$ cat src/rtl/load_pkg.sv
// Shared types and helpers for the load byte-lane aligner.
// No logic of its own; the enums name funct3 codes and FSM states.
// Helpers are pure functions used combinationally by the aligner.
package load_pkg;

    typedef enum logic [2:0] {
        LB  = 3'b000,
        LH  = 3'b001,
        LW  = 3'b010,
        LBU = 3'b100,
        LHU = 3'b101
    } load_funct3_e;

    typedef enum logic [1:0] {
        IDLE  = 2'd0,
        READ0 = 2'd1,
        READ1 = 2'd2,
        DONE  = 2'd3
    } load_state_e;

    // True for the five RV32I load encodings this unit understands.
    function automatic logic funct3_legal(input logic [2:0] funct3);
        case (funct3)
            LB, LH, LW, LBU, LHU: return 1'b1;
            default:              return 1'b0;
        endcase
    endfunction

    // True when the access spills past the end of the first word.
    function automatic logic crosses_word(input logic [2:0] funct3, input logic [1:0] offset);
        case (funct3)
            LH, LHU: return (offset == 2'd3);
            LW:      return (offset != 2'd0);
            default: return 1'b0;
        endcase
    endfunction

endpackage

$ cat src/rtl/load_extend.sv
// Extracts the addressed byte/half/word from {hi,lo} and sign/zero-extends it.
// Purely combinational, zero latency.
// No flow control; the caller qualifies the result.
module load_extend
    import load_pkg::*;
(
    input  logic [31:0] lo,
    // The top byte of hi can never reach the result (max shift is 3 bytes),
    // so only hi[23:0] is brought in.
    input  logic [23:0] hi,
    input  logic [1:0]  offset,
    input  logic [2:0]  funct3,
    output logic [31:0] result
);

    logic [31:0] win;

    // Right-shift {hi,lo} by whole bytes according to the address offset.
    always_comb begin
        win = lo;
        case (offset)
            2'd0:    win = lo;
            2'd1:    win = {hi[7:0],  lo[31:8]};
            2'd2:    win = {hi[15:0], lo[31:16]};
            default: win = {hi[23:0], lo[31:24]};
        endcase
    end

    // Size selection and extension; illegal codes yield zero.
    always_comb begin
        result = 32'd0;
        case (funct3)
            LB:      result = {{24{win[7]}}, win[7:0]};
            LH:      result = {{16{win[15]}}, win[15:0]};
            LW:      result = win;
            LBU:     result = {24'd0, win[7:0]};
            LHU:     result = {16'd0, win[15:0]};
            default: result = 32'd0;
        endcase
    end

endmodule

$ cat src/rtl/load_aligner.sv
// Load-side aligner: one or two word reads per request, merged and extended.
// Latency: 3 cycles aligned / 4 split with zero-wait memory, 2 for illegal funct3.
// Accepts only in IDLE (req_ready); response is a one-cycle pulse with no back-pressure.
module load_aligner
    import load_pkg::*;
#(
    parameter int width = 32
) (
    input  logic             clk,
    input  logic             rst,
    input  logic             req_valid,
    output logic             req_ready,
    input  logic [width-1:0] req_addr,
    input  logic [2:0]       req_funct3,
    output logic             mem_read,
    output logic [width-1:0] mem_address,
    input  logic [width-1:0] mem_rdata,
    input  logic             mem_resp,
    output logic             rsp_valid,
    output logic [width-1:0] rsp_data,
    output logic             rsp_err
);

    load_state_e state, state_d;
    logic [31:0] addr_q;
    logic [2:0]  funct3_q;
    logic [31:0] lo, lo_d;
    logic [31:0] hi, hi_d;
    logic [31:0] ext_result;
    logic [31:0] word0;
    logic        enter_done;

    assign word0 = {addr_q[31:2], 2'b00};

    // Next state and next values of the captured read words.
    always_comb begin
        state_d = state;
        lo_d    = lo;
        hi_d    = hi;
        case (state)
            IDLE: begin
                if (req_valid) begin
                    // Clear both halves so an unused hi reads as zero.
                    lo_d    = 32'd0;
                    hi_d    = 32'd0;
                    state_d = funct3_legal(req_funct3) ? READ0 : DONE;
                end
            end
            READ0: begin
                if (mem_resp) begin
                    lo_d    = mem_rdata;
                    state_d = crosses_word(funct3_q, addr_q[1:0]) ? READ1 : DONE;
                end
            end
            READ1: begin
                if (mem_resp) begin
                    hi_d    = mem_rdata;
                    state_d = DONE;
                end
            end
            default: state_d = IDLE;
        endcase
    end

    assign enter_done = (state != DONE) && (state_d == DONE);

    // Fed from the next-values so the result can be registered on the same
    // edge that captures the final read word.
    load_extend u_extend (
        .lo     (lo_d),
        .hi     (hi_d[23:0]),
        .offset (addr_q[1:0]),
        .funct3 (funct3_q),
        .result (ext_result)
    );

    // State, request latch, read-word capture and registered response.
    always_ff @(posedge clk or posedge rst) begin
        if (rst) begin
            state    <= IDLE;
            addr_q   <= 32'd0;
            funct3_q <= 3'd0;
            lo       <= 32'd0;
            hi       <= 32'd0;
            rsp_data <= 32'd0;
            rsp_err  <= 1'b0;
        end else begin
            state <= state_d;
            lo    <= lo_d;
            hi    <= hi_d;
            if (state == IDLE && req_valid) begin
                addr_q   <= req_addr;
                funct3_q <= req_funct3;
            end
            if (enter_done) begin
                if (state == IDLE) begin
                    rsp_err  <= 1'b1;
                    rsp_data <= 32'd0;
                end else begin
                    rsp_err  <= 1'b0;
                    rsp_data <= ext_result;
                end
            end
        end
    end

    // Outputs decode from registered state only; second read wraps mod 2^32.
    assign req_ready   = (state == IDLE);
    assign mem_read    = (state == READ0) || (state == READ1);
    assign mem_address = (state == READ1) ? (word0 + 32'd4) : word0;
    assign rsp_valid   = (state == DONE);

endmodule
$ cat config.mk
export PLATFORM = sky130hd
export DESIGN_NAME = load_aligner
export DESIGN_NICKNAME = d
export VERILOG_FILES = /design/src/rtl/load_pkg.sv /design/src/rtl/load_extend.sv /design/src/rtl/load_aligner.sv
export SDC_FILE = /design/constraint.sdc
export NUM_CORES = 1
export LEC_CHECK = 0
export CORE_UTILIZATION = 52
export DETAILED_ROUTE_END_ITERATION = 10
export PLACE_DENSITY = 0.81
export SYNTH_ARGS = -nofsm -noshare
export SYNTH_HDL_FRONTEND = slang
export SYNTH_SLANG_ARGS = --single-unit
export TNS_END_PERCENT = 5
$ cat constraint.sdc
create_clock -name clk -period 5.5 [get_ports clk]
set_input_delay 1.1 -clock clk [delete_from_list [all_inputs] [get_ports clk]]
set_output_delay 1.1 -clock clk [all_outputs]
set_load 0.02 [all_outputs]
==> flow_summary_export.csv <==
group,metric,value,unit
floorplanning,core_area,12820,µm²
sta,final-max-slew-violation-count,0,
pwr,switching_power,0.002263,W
logic_synthesis,yosysTopAreaCell,"dfrtp_1",
floorplanning,dieHeight,117.4,µm
sta,fin_skew,5.421,ps
detailed_routing,postRouteAntennaNets,0,
final_layout,final_common_cell,"clkdlybuf4s50_1",
critical_path,cp.arrival,3730,ps
global_route,grt_pass1_wl,31.51,mm
cts,clock_latency,420,ps
critical_path,cp-start-kind,"flop",
global_route,grt_use_total,0.2930,
critical_path,endpoint,"mem_address[31]",
logic_synthesis,synthCells,606,
sta,holdWs,477.6,ps
critical_path,endpoint_kind,"primary output",
final_layout,instances_no_fill,905,
pwr,seq_power_share,0.272,
cts,cts_buffers,17,
detailed_routing,viasPerCell,6.366,
logic_synthesis,synth-seq-area-share,0.4551,
floorplanning,start_util,0.5402,
floorplanning,die_area,13790,µm²
pwr,pwr-share-comb,0.521,
detailed_routing,routedWlPerCell,21.29,µm
cts,post_cts_buffers,0,
detailed_routing,vias,5761,
critical_path,reg2reg_to,"rsp_data[23]",
logic_synthesis,ys_types,59,
cts,cts_root_buf,"clkbuf_16",
logic_synthesis,synth_seq_cells,126,
final_layout,final_cell_mix,"clkdlybuf4s50_1 (135), dfrtp_1 (126), mux2_2 (76), a22o_1 (72)",
logic_synthesis,synth_top_area_frac,0.4551,
detailed_routing,drc_errors,0,
final_layout,finish.net_count,797,
floorplanning,rows,41,
pwr,powerDensity,620.3,nW/µm²
logic_synthesis,synth_area_leaders,"dfrtp_1 (46%), mux2_2 (12%), a22o_1 (9.1%)",
sta,slew_headroom,0.3280,
placed_design,io_buffer_count,136,
cts,cts_htree_levels,4,
cts,hold_buffers,0,
sta,fin_crit,4830,ps
final_layout,drive_above_1_share,0.1951,
detailed_routing,postRouteWirelength,19.27,mm
run,cap_violations,0,
final_layout,syn_to_final_growth,29.04,%
global_route,antenna_found_initial,0,
placed_design,dp_hpwl,13.61,mm
cts,path_clk_slew,60,ps
final_layout,antenna_cells,0,
critical_path,r2r_start,"state[1]",
logic_synthesis,synth.cell_area,6928,µm²
floorplanning,die_w,117.4,µm
cts,cts_resized,0,
critical_path,cp.buffers_inverters,2,
outcome,outcome,"complete, no violations",
critical_path,cp.required,4400,ps
min_path,hold_path_class,"reg -> reg",
logic_synthesis,async_reset_ff_frac,1.000,
logic_synthesis,yosys_warnings,0,
floorplanning,io_pins,139,
sta,grt_setup_unrepaired,"false",
logic_synthesis,synth_edf_count,0,
placed_design,placed_cells,873,
pwr,clkPwrFrac,0.207,
global_route,overflow,0,
pwr,p_leak,3.754,nW
critical_path,crit_chain,"inv_1 -> ha_1 -> nand4_1 -> nor3_1 -> nor3b_1 -> nand4_1 -> xnor2_1 -> clkdlybuf4s50_1",
critical_path,path_depth,8,
sta,final.setup.tns,0,ps
placed_design,gp_congestion,0.9249,
detailed_routing,dr.pass1.iters,6,
global_route,grt_pass1_vias,5774,
pwr,p_sw_frac,0.4080,
sta,max_freq,207.0,MHz
critical_path,critPathLaunch,"state[0]",
detailed_routing,drt-initial-drc-count,542,
critical_path,crit_top_cell,"nand4_1",
cts,clk_path_buf_depth,2,
pwr,p_int,0.003283,W
cts,cts.sinks,126,
pwr,peakVddDrop,0.4054,mV
sta,finalHoldViolations,0,
sta,tightest_slew,1008,ps
critical_path,worst_r2r_path_depth,9,
critical_path,cp_top_family,"simple AND/OR/NAND/NOR gates",
global_route,grt_max_degree,74,
sta,setup_violations,0,
critical_path,worstPathMaxFanout,9,
critical_path,reg2reg_slack,2020,ps
cts,tritoncts,"built",
sta,fin_crit_sh,0.8782,
critical_path,worstSetupPathType,"reg -> out",
critical_path,max_stage_delay,660,ps
logic_synthesis,synth.avg_cell_area,11.43,µm²
critical_path,worst_path_max_delay_cell,"nor3_1",
logic_synthesis,synthFlopType,"dfrtp_1",
==> layout make-up <==
class | count | area, µm²
clock buffer | 21 | 470.5
clock inverter | 11 | 138.9
fill | 906 | 3885
inverter | 9 | 36.28
multi-input combinational | 420 | 3495
sequential | 126 | 3153
tap | 172 | 215.2
timing repair buffer | 146 | 1431
==> through the flow <==
stage,total power (W),instance area [µm²],worst slack [ps],util
floorplan,0.003470,6932,1044,-
global placement,0.004272,8330,1242,0.6496
detailed placement,0.004356,8330,1139,0.6496
CTS,0.005532,8940,659.0,0.6971
global route,0.005838,8940,411.8,0.6971
finish,0.005546,8940,670.1,0.6971
==> per-layer routing <==
layer  global-route usage  routed length [µm]  up-vias
li1                     -                   -     2562
met1               0.4089                8224     2846
met2               0.4349                8914      323
met3              0.08560                1826       30
met4              0.09984                 304        0
met5                    0                   0        -
==> power by group through the flow <==
stage / combinational (W) / clock [W] / sequential, W
floorplan: 0.00197 / 0 / 0.00150
global placement: 0.00278 / 0 / 0.00149
detailed placement: 0.00284 / 0 / 0.00152
CTS: 0.00286 / 0.00116 / 0.00151
global route: 0.00309 / 0.00120 / 0.00155
finish: 0.00289 / 0.00115 / 0.00151
==> cells in the mapped netlist (8+ instances only) <==
master,number
a22o_1,72
nor4_1,8
nand2_1,27
o21ai_0,11
and3_1,8
inv_1,9
clkbuf_1,24
xnor2_1,23
o22ai_1,27
nand3_1,8
nor2_1,24
a21oi_1,10
a221o_1,13
buf_2,20
mux2_2,76
dfrtp_1,126
==> worst min-delay path by stage <==
stage / cells after the start / end / from
2_1_floorplan: 1 / hi[16] / hi[16]
3_3_place_gp: 2 / rsp_data[14] / rsp_data[14]
3_5_place_dp: 2 / rsp_data[13] / rsp_data[13]
4_1_cts: 2 / rsp_data[13] / rsp_data[13]
5_1_grt: 1 / rsp_data[9] / rsp_data[9]
6_report: 2 / rsp_data[13] / rsp_data[13]
==> worst min-delay path: stages (launching register included) <==
cell	delay (ps)
dfrtp_1	330
nand2_1	50
o21ai_0	60
==> cells by family (layout without fill, tap and decap cells) <==
family | Yosys count | in the layout | synth area share
compound gates | 188 | 188 | 0.2227
flops | 126 | 126 | 0.4551
simple gates | 109 | 109 | 0.08109
mux | 86 | 86 | 0.1521
buf+inv | 61 | 187 | 0.04100
xor+xnor | 29 | 29 | 0.03666
fa+ha+maj | 6 | 6 | 0.01084
other cells | 1 | 2 | 0.0005413
==> registers in the layout (all words and copies together) (netlist names) <==
| register | count |
|---|---|
| addr_q | 32 |
| rsp_err | 1 |
| rsp_data | 32 |
| funct3_q | 3 |
| state | 2 |
| lo | 32 |
| hi | 24 |
Power figures use the tool's default switching activity.
